File: src/rtl/booth_mul_arbiter_if.sv
// Requester and response channels of the shared Booth multiplier arbiter.
// The flattened operand buses put requester i at bits [32i+31:32i].
interface booth_mul_arbiter_if #(
    parameter int N_REQ = 4,
    parameter int ID_W  = 2
);
    localparam int DATA_W = 32;

    logic [N_REQ-1:0]          req_valid;
    logic [N_REQ-1:0]          req_ready;
    logic [DATA_W*N_REQ-1:0]   req_a;
    logic [DATA_W*N_REQ-1:0]   req_b;
    logic                      rsp_valid;
    logic                      rsp_ready;
    logic [ID_W-1:0]           rsp_id;
    logic signed [2*DATA_W-1:0] rsp_result;

    modport master (
        output req_valid, req_a, req_b, rsp_ready,
        input  req_ready, rsp_valid, rsp_id, rsp_result
    );

    modport slave (
        input  req_valid, req_a, req_b, rsp_ready,
        output req_ready, rsp_valid, rsp_id, rsp_result
    );
endinterface

File: src/rtl/booth_mul_arbiter.sv
// Round-robin sequencer that time-shares one external Booth multiplier among
// N_REQ requesters and returns each tagged 64-bit product on one channel.
module booth_mul_arbiter #(
    parameter int N_REQ      = 4,
    parameter int ID_W       = 2,
    parameter int MUL_CYCLES = 32
) (
    input  logic                clk,
    input  logic                reset,
    booth_mul_arbiter_if.slave  bus,
    output logic                busy,
    output logic                mul_reset,
    output logic                mul_en,
    output logic signed [31:0]  mul_a,
    output logic signed [31:0]  mul_b,
    input  logic signed [63:0]  mul_result
);
    localparam int DATA_W = 32;
    localparam int CNT_W  = $clog2(MUL_CYCLES) + 1;

    typedef enum logic [1:0] {IDLE, LOAD, RUN, DONE} state_t;

    state_t                     state, state_nxt;
    logic [ID_W-1:0]            rr_ptr;
    logic [ID_W-1:0]            gnt_idx;
    logic [N_REQ-1:0]           gnt;
    logic                       gnt_any;
    logic [CNT_W-1:0]           cnt;
    logic [ID_W-1:0]            rsp_id;
    logic signed [2*DATA_W-1:0] rsp_result;
    logic                       accept;
    logic                       rsp_fire;
    logic                       run_last;

    // First valid requester at or above rr_ptr, wrapping modulo N_REQ
    always_comb begin
        gnt     = '0;
        gnt_idx = '0;
        gnt_any = 1'b0;
        for (int k = 0; k < N_REQ; k++) begin
            if (!gnt_any && bus.req_valid[(int'(rr_ptr) + k) % N_REQ]) begin
                gnt_any = 1'b1;
                gnt_idx = ID_W'((int'(rr_ptr) + k) % N_REQ);
                gnt[(int'(rr_ptr) + k) % N_REQ] = 1'b1;
            end
        end
    end

    assign accept   = (state == IDLE) && gnt_any;
    assign rsp_fire = (state == DONE) && bus.rsp_ready;
    assign run_last = (cnt == CNT_W'(MUL_CYCLES - 1));

    always_ff @(posedge clk or negedge reset) begin
        if (!reset) state <= IDLE;
        else        state <= state_nxt;
    end

    always_comb begin
        state_nxt = state;
        case (state)
            IDLE: if (accept)        state_nxt = LOAD;
            LOAD:                    state_nxt = RUN;
            RUN:  if (run_last)      state_nxt = DONE;
            DONE: if (bus.rsp_ready) state_nxt = IDLE;
            default:                 state_nxt = IDLE;
        endcase
    end

    // Control outputs decode straight from state so an async reset drops them at once
    always_comb begin
        bus.req_ready = (state == IDLE) ? gnt : '0;
        bus.rsp_valid = (state == DONE);
        busy          = (state != IDLE);
        mul_reset     = (state == LOAD);
        mul_en        = (state == RUN);
    end

    always_ff @(posedge clk or negedge reset) begin
        if (!reset) begin
            rr_ptr     <= '0;
            cnt        <= '0;
            rsp_id     <= '0;
            rsp_result <= '0;
            mul_a      <= '0;
            mul_b      <= '0;
        end else begin
            if (accept) begin
                mul_a  <= bus.req_a[int'(gnt_idx)*DATA_W +: DATA_W];
                mul_b  <= bus.req_b[int'(gnt_idx)*DATA_W +: DATA_W];
                rsp_id <= gnt_idx;
            end
            if (state == LOAD)     cnt <= '0;
            else if (state == RUN) cnt <= cnt + 1'b1;
            if ((state == RUN) && run_last) rsp_result <= mul_result;
            // Next search starts just past the requester that was served
            if (rsp_fire) rr_ptr <= (rsp_id == ID_W'(N_REQ - 1)) ? '0 : rsp_id + 1'b1;
        end
    end

    assign bus.rsp_id     = rsp_id;
    assign bus.rsp_result = rsp_result;
endmodule
File: src/flat_wrapper.sv
// flat-port wrapper written by rule: the top's interface ports become plain ports
module booth_mul_arbiter_flat 
#(
    parameter int N_REQ      = 4,
    parameter int ID_W       = 2,
    parameter int MUL_CYCLES = 32
)
  (clk, reset, busy, mul_reset, mul_en, mul_a, mul_b, mul_result, bus_req_valid, bus_req_a, bus_req_b, bus_rsp_ready, bus_req_ready, bus_rsp_valid, bus_rsp_id, bus_rsp_result);
  booth_mul_arbiter_if #(.N_REQ(N_REQ), .ID_W(ID_W)) bus_i ();
  input  logic clk;
  input  logic reset;
  output logic busy;
  output logic mul_reset;
  output logic mul_en;
  output logic signed [31:0] mul_a;
  output logic signed [31:0] mul_b;
  input  logic signed [63:0] mul_result;
  input wire logic [$bits(bus_i.req_valid)-1:0] bus_req_valid;
  input wire logic [$bits(bus_i.req_a)-1:0] bus_req_a;
  input wire logic [$bits(bus_i.req_b)-1:0] bus_req_b;
  input wire logic [$bits(bus_i.rsp_ready)-1:0] bus_rsp_ready;
  output wire logic [$bits(bus_i.req_ready)-1:0] bus_req_ready;
  output wire logic [$bits(bus_i.rsp_valid)-1:0] bus_rsp_valid;
  output wire logic [$bits(bus_i.rsp_id)-1:0] bus_rsp_id;
  output wire logic [$bits(bus_i.rsp_result)-1:0] bus_rsp_result;
  assign bus_i.req_valid = bus_req_valid;
  assign bus_i.req_a = bus_req_a;
  assign bus_i.req_b = bus_req_b;
  assign bus_i.rsp_ready = bus_rsp_ready;
  assign bus_req_ready = bus_i.req_ready;
  assign bus_rsp_valid = bus_i.rsp_valid;
  assign bus_rsp_id = bus_i.rsp_id;
  assign bus_rsp_result = bus_i.rsp_result;
  booth_mul_arbiter #(.N_REQ(N_REQ), .ID_W(ID_W), .MUL_CYCLES(MUL_CYCLES)) u_core (.clk(clk), .reset(reset), .bus(bus_i), .busy(busy), .mul_reset(mul_reset), .mul_en(mul_en), .mul_a(mul_a), .mul_b(mul_b), .mul_result(mul_result));
endmodule
File: config.mk
export PLATFORM = sky130hd
export DESIGN_NAME = booth_mul_arbiter_flat
export DESIGN_NICKNAME = d
export VERILOG_FILES = /design/src/rtl/booth_mul_arbiter_if.sv /design/src/rtl/booth_mul_arbiter.sv /design/src/flat_wrapper.sv
export SDC_FILE = /design/constraint.sdc
export NUM_CORES = 1
export LEC_CHECK = 0
export CAP_MARGIN = 5
export CORE_AREA = 3 3 182 184
export DETAILED_ROUTE_END_ITERATION = 8
export DIE_AREA = 0 0 185 187
export MAX_ROUTING_LAYER = met4
export PLACE_DENSITY = 0.7
export SLEW_MARGIN = 20
export SYNTH_ARGS = -nofsm -noshare
export SYNTH_HDL_FRONTEND = slang
export SYNTH_SLANG_ARGS = --single-unit
export TNS_END_PERCENT = 10
File: constraint.sdc
create_clock -name clk -period 3.6 [get_ports clk]
set_input_delay 0.54 -clock clk [delete_from_list [all_inputs] [get_ports clk]]
set_output_delay 0.54 -clock clk [all_outputs]
set_load 0.005 [all_outputs]
Yosys cells after proc, flatten, opt, wreduce, memory -nomap -nowiden --
Index checks and enable logic that the tools add are counted.
Storage, ports and cells: output and inout port bits 138, bits of input ports 327, latch bits 0, bits in writable memories 0, flip-flop bits (word level) 140, memory bits (read-only) 0, word-level logic and storage cells 95, memories kept 0
Cells by class: eq/ne operators 8, mux-type cells 39, reductions and logical operators 20, $lt $le $gt $ge 8, add/subtract/negate cells 5, bitwise logic cells 6, divide/modulo/power cells 0, multiply operators 0, shifts and indexed selects 2
Operator list (count):
- $shiftx 128x8->32 | 2
- $mux 4 | 5
- $mux 2 | 8
- $mux 1 | 15
- $lt 3x4->1 const B | 3
- $mux 6 | 2
- $or 4x4->4 | 3
- $logic_and 1x1->1 | 10
- $ge 3x1->1 const B | 3
- $bmux 1 s2 | 4
- $demux 1 s2 | 4
- $pmux 2 s4 | 1
- $add 6x1->6 const B | 1
- $eq 2x2->1 const B | 3
- $eq 6x5->1 const B | 1
- $reduce_or 2->1 | 3
- $add 2x1->2 const B | 2
- $add 2x2->2 const B | 2
- $ne 2x1->1 const B | 2
- $reduce_bool 2->1 | 2
- $and 1x1->1 const A | 3
- $logic_not 1->1 | 3
- $lt 2x3->1 const B | 1
- $reduce_and 3->1 | 1
- 4 further kinds | 4

Longest topological paths before layout --
depth after elaboration 17, depth in mapped cells 13, mapped depth without buffers 8

Worst setup path after synthesis --
No wires, ideal clock.
path type register to register, start reg u_core.rr_ptr[0], end reg u_core.mul_b[9], period minus slack after synthesis 2.987 ns, stages on the path, launching flop included 13, setup slack 0.613 ns, arrival 2.910 ns, cell sequence dfrtp_1 > buf_6 > buf_4 > inv_1 > ha_1 > clkbuf_1 > mux2i_1 > nor2_1 > nor3_2 > clkbuf_1 > buf_2 > a222oi_1 > a21oi_1
Between the ends: cells in the longest elaborated chain, start to end 13
Ends and longest elaborated chain:
- from (decl) | line booth_mul_arbiter.sv:24 | logic [ID_W-1:0] rr_ptr;
- from (signal assigned) | line booth_mul_arbiter.sv:96 | if (rsp_fire) rr_ptr <= (rsp_id == ID_W'(N_REQ - 1)) ? '0 : rsp_id + 1'b1;
- $add 2x1->2 / $bmux 1 s2 (equally long branches) | line booth_mul_arbiter.sv:41, booth_mul_arbiter.sv:43
- $bmux 1 s2 / $mux 1 (equally long branches) | line booth_mul_arbiter.sv:41 | if (!gnt_any && bus.req_valid[(int'(rr_ptr) + k) % N_REQ]) begin
- $mux 1 (implied by the code) | line booth_mul_arbiter.sv:41
- $mux 1 (implied by the code) / $logic_not 1->1 (equally long branches) | line booth_mul_arbiter.sv:41
- $logic_and 1x1->1 | line booth_mul_arbiter.sv:41
- $mux 1 | line booth_mul_arbiter.sv:41
- $logic_not 1->1 | line booth_mul_arbiter.sv:41
- $logic_and 1x1->1 | line booth_mul_arbiter.sv:41
- $mux 1 | line booth_mul_arbiter.sv:41
- $logic_not 1->1 | line booth_mul_arbiter.sv:41
- $logic_and 1x1->1 | line booth_mul_arbiter.sv:41
- $mux 2 / $mux 1 (equally long branches) | line booth_mul_arbiter.sv:41
- $shiftx 128x8->32 / $logic_and 1x1->1 (equally long branches) | line booth_mul_arbiter.sv:89, booth_mul_arbiter.sv:49
- to (signal assigned) | line booth_mul_arbiter.sv:89 | mul_b <= bus.req_b[int'(gnt_idx)*DATA_W +: DATA_W];
- to (decl) | line booth_mul_arbiter.sv:15 | output logic signed [31:0] mul_b,
Several ways; a longest one is shown, not always the timed one. The select of a mux whose other input is x is not followed. A chain may end at the register's enable or synchronous reset.

Final worst setup path --
start in bus_req_valid[1], end out bus_req_ready[1]
Between the ends: cells in the longest elaborated chain, start to end 13
Ends and longest elaborated chain:
- from (decl) | line flat_wrapper.sv:18 | input wire logic [$bits(bus_i.req_valid)-1:0] bus_req_valid;
- $bmux 1 s2 | line booth_mul_arbiter.sv:41
- $mux 1 (implied by the code) | line booth_mul_arbiter.sv:41
- $mux 1 | line booth_mul_arbiter.sv:41
- $logic_not 1->1 | line booth_mul_arbiter.sv:41
- $logic_and 1x1->1 | line booth_mul_arbiter.sv:41
- $mux 1 | line booth_mul_arbiter.sv:41
- $logic_not 1->1 | line booth_mul_arbiter.sv:41
- $logic_and 1x1->1 | line booth_mul_arbiter.sv:41
- $mux 1 | line booth_mul_arbiter.sv:41
- $logic_not 1->1 | line booth_mul_arbiter.sv:41
- $logic_and 1x1->1 | line booth_mul_arbiter.sv:41
- $mux 4 * | line booth_mul_arbiter.sv:41
- $mux 4 * | line booth_mul_arbiter.sv:71 | bus.req_ready = (state == IDLE) ? gnt : '0;
- to (decl) | line flat_wrapper.sv:22 | output wire logic [$bits(bus_i.req_ready)-1:0] bus_req_ready;
Every way passes the cells marked *; elsewhere a longest branch is shown, timed or not. The select of a mux whose other input is x is not followed.

==> results by group <==
Yosys
  – Synth Net Count: 1076
  – Sequential share of the synthesized area: 0.415
  – Post-synth EDFFs: 0
  – Yosys cell types: 49
  – Post-synth top flop: dfrtp_1
  – Post-Synthesis Cells: 735
  – Synth area leaders: dfrtp_1, mux2_2, a211oi_1
  – Asr flop ratio synth: 1.00
  – Avg Inst Size Synth: 11.5 um^2
  – Seq cells post-synth: 140
  – Area of the mapped netlist: 0.00845 mm^2
  – Number of synthesis warnings: 0
  – Yosys top cell area share: 0.415
  – Area leader, netlist: dfrtp_1

Worst setup path
  – Worst R2R Path Depth: 8
  – Top delay family on crit path: buffers and inverters
  – Slowest-stage cell, CP: clkdlybuf4s50_1
  – CP peak stage delay: 0.48 ns
  – CP endpoint kind: output port
  – Critical path type: in2out
  – Worst Path Required: 3.06 ns
  – Buf/Inv on CP: 4
  – CP arrival: 2.89 ns
  – Startpoint Class: input port
  – Crit path cell chain: clkdlybuf4s50_1 -> buf_4 -> nor3b_1 -> o211ai_1 -> o41ai_2 -> buf_4 -> a221oi_1 -> nor2_1 -> clkdlybuf4s50_1
  – WP depth: 9
  – CP Max Fanout: 6

Placed design
  – RD Place Congestion: 0.829
  – Final HPWL from detailed placement: 24900 um
  – Placed Cells: 1561
  – IO buf count: 464

Timing
  – Final Hold Vio Count: 0
  – Fin crit share: 0.953
  – Worst Clk Skew: 0.00832 ns
  – Slew HR: 0.357
  – Max-slew violation count: 0
  – Final number of setup-violating endpoints: 0
  – Max Freq: 0.292 GHz
  – Slew @ Worst Pin: 0.965 ns
  – Final min period: 3.43 ns
  – Setup TNS: 0 ns

Clocking
  – H-tree depth: 4
  – Hold-fix buffer count after cts: 0
  – Clk sinks: 140
  – Root Driver: clkbuf_16
  – Total CTS buffers: 17
  – Clk buf depth: 2
  – CTS clock-pin slew for the worst setup and hold paths: 0.07 ns
  – Worst-Skew Late Latency: 0.42 ns
  – CTS tree: done

Routing
  – Vias: 8254
  – Post-route ant nets: 0
  – Initial DRC Count: 497
  – Routed met2 length: 16900 um
  – DRC viols: 0
  – Final WL: 33200 um
  – Metal-1 WL: 12600 um
  – DR vias/cell: 5.15
  – WL/cell: 20.7 um
  – WL met3: 2960 um
  – Drt pass-1 iters: 7
  – Uppermost layer routed: met4

Die
  – Die Wd: 185 um
  – Starting Density: 0.268
  – IO Pins: 465
  – Die height: 187 um
  – Core Area: 0.0316 mm^2
  – Die ar.: 0.0346 mm^2
  – Row cnt: 65

Final layout
  – Final #Nets: 1524
  – Multi-input combinational cell area: 0.00461 mm^2
  – Register Area: 0.00351 mm^2
  – Layout cells sized above 1: 0.200
  – # fillers: 2947
  – Area growth from synthesis to layout: 69.1%
  – Fin cells: 1602
  – Post-layout util: 0.453

Outcome
  – Outcome: finished, final reports clean

Global routing
  – Global-route wire length before repair: 49800 um
  – Gr ovfl total: 0
  – Largest net degree at the start of global routing: 98
  – GRT Overall Usage: 0.191
  – Initial antenna violation count: 4
  – Vias in the first global route: 8573

Run
  – Max-cap violation count: 0

Power
  – Pwr/cell area: 737 mW/mm^2
  – Static leakage: 5.71 nW
  – Peak VDD IR: 0.414 mV

Hold path
  – Hold WC Path Type: in2async
[sequential cells by signal, indices dropped and copies added, names as in the netlist]
register               flops
u_core.bus.rsp_id          2
u_core.bus.rsp_result     64
u_core.cnt                 6
u_core.mul_a              32
u_core.mul_b              32
u_core.rr_ptr              2
u_core.state               2
[synthesized netlist by cell type (all sizes together) (2+ instances only)]
cell     count
mux2       168
dfrtp      140
a211oi      60
nor2        49
a21oi       42
buf         40
o22ai       36
a222oi      34
mux2i       32
a22o        30
clkbuf      28
ha          14
inv          9
nand2        8
a221oi       5
a22oi        4
nand2b       3
nor2b        3
nor3b        3
o21ai        3
a2111oi      2
mux4         2
nor3         2
o211ai       2
or2          2
[layout make-up]
class                      instances  share of cell area
sequential                       140               0.245
multi-input combinational        518               0.323
antenna                            4            0.000700
inverter                           9             0.00254
timing repair buffer             497               0.349
clock inverter                    15              0.0143
tap                              402              0.0352
clock buffer                      17              0.0298
[where the power goes]
part / leakage, nW / switching, mW / internal (mW)
clock network: 0.304 / 0.807 / 1.12
registers: 1.60 / 0.346 / 2.18
logic: 3.80 / 2.85 / 3.23
total: 5.71 / 4.00 / 6.53
[through the flow]
stage               power, mW  hold slack (ns)  setup WS [ns]  area [um^2]
floorplan                5.87            0.244          0.613         8450
global placement         8.46            0.485        0.00677        13600
detailed placement       8.56            0.491       -0.00903        13600
CTS                      10.6            0.250        0.00332        14200
global route             11.2            0.275       -0.00767        14300
finish                   10.5            0.208          0.171        14300
[cell usage in the layout, fill, tap and decap left out, types with 4 or more instances in the layout]
cell | Yosys | routed
mux2_2 | 138 | 138
clkdlybuf4s50_1 | 0 | 460
mux2i_1 | 32 | 32
ha_1 | 14 | 13
a21oi_1 | 41 | 41
a22o_1 | 30 | 30
a22oi_1 | 4 | 4
buf_12 | 0 | 7
inv_6 | 0 | 5
a221oi_1 | 5 | 5
a222oi_1 | 34 | 34
mux2_1 | 11 | 11
clkbuf_16 | 0 | 17
mux2_4 | 19 | 19
nand2_1 | 8 | 8
a211oi_1 | 60 | 60
inv_1 | 9 | 8
diode_2 | 0 | 4
nor2_1 | 48 | 46
buf_4 | 12 | 24
dfrtp_1 | 140 | 139
o22ai_1 | 36 | 36
[final timing paths]
| kind | start | to | slack, ns |
|---|---|---|---|
| max | bus_req_valid[1] | bus_req_ready[1] | 0.17 |
| min | reset | u_core.mul_a[7]$_DFFE_PN0P_ | 0.21 |
| max reg2reg | u_core.rr_ptr[0]$_DFFE_PN0P_ | u_core.mul_b[19]$_DFFE_PN0P_ | 0.57 |
| min reg2reg | u_core.bus.rsp_result[8]$_DFFE_PN0P_ | u_core.bus.rsp_result[8]$_DFFE_PN0P_ | 0.50 |
| max in group asynchronous | reset | u_core.bus.rsp_result[27]$_DFFE_PN0P_ | 2.50 |
| min in group clk | u_core.bus.rsp_result[8]$_DFFE_PN0P_ | u_core.bus.rsp_result[8]$_DFFE_PN0P_ | 0.50 |
[per-layer routing]
metal / global-route usage / vias to the layer above
met4: 0.0595 / 0
met1: 0.213 / 3993
met5: - / -
met2: 0.330 / 436
li1: - / 3782
met3: 0.0548 / 43
[cells by family after synthesis]
| family | share of synthesized area |
|---|---|
| flip-flops | 0.415 |
| buffers and inverters | 0.0454 |
| AO/OA/AOI/OAI | 0.199 |
| XOR/XNOR | 0.00207 |
| AND/OR/NAND/NOR | 0.0429 |
| adder cells (fa/ha/maj) | 0.0207 |
| multiplexers | 0.275 |
[timing repair]
action                                  4_1_cts  5_1_grt
hold endpoints to repair                      0        0
buffers inserted                              2        3
gates resized for setup                       4        6
pin swaps                                     1        1
endpoints found under the setup margin        3        4
Power figures use the tool's default switching activity.
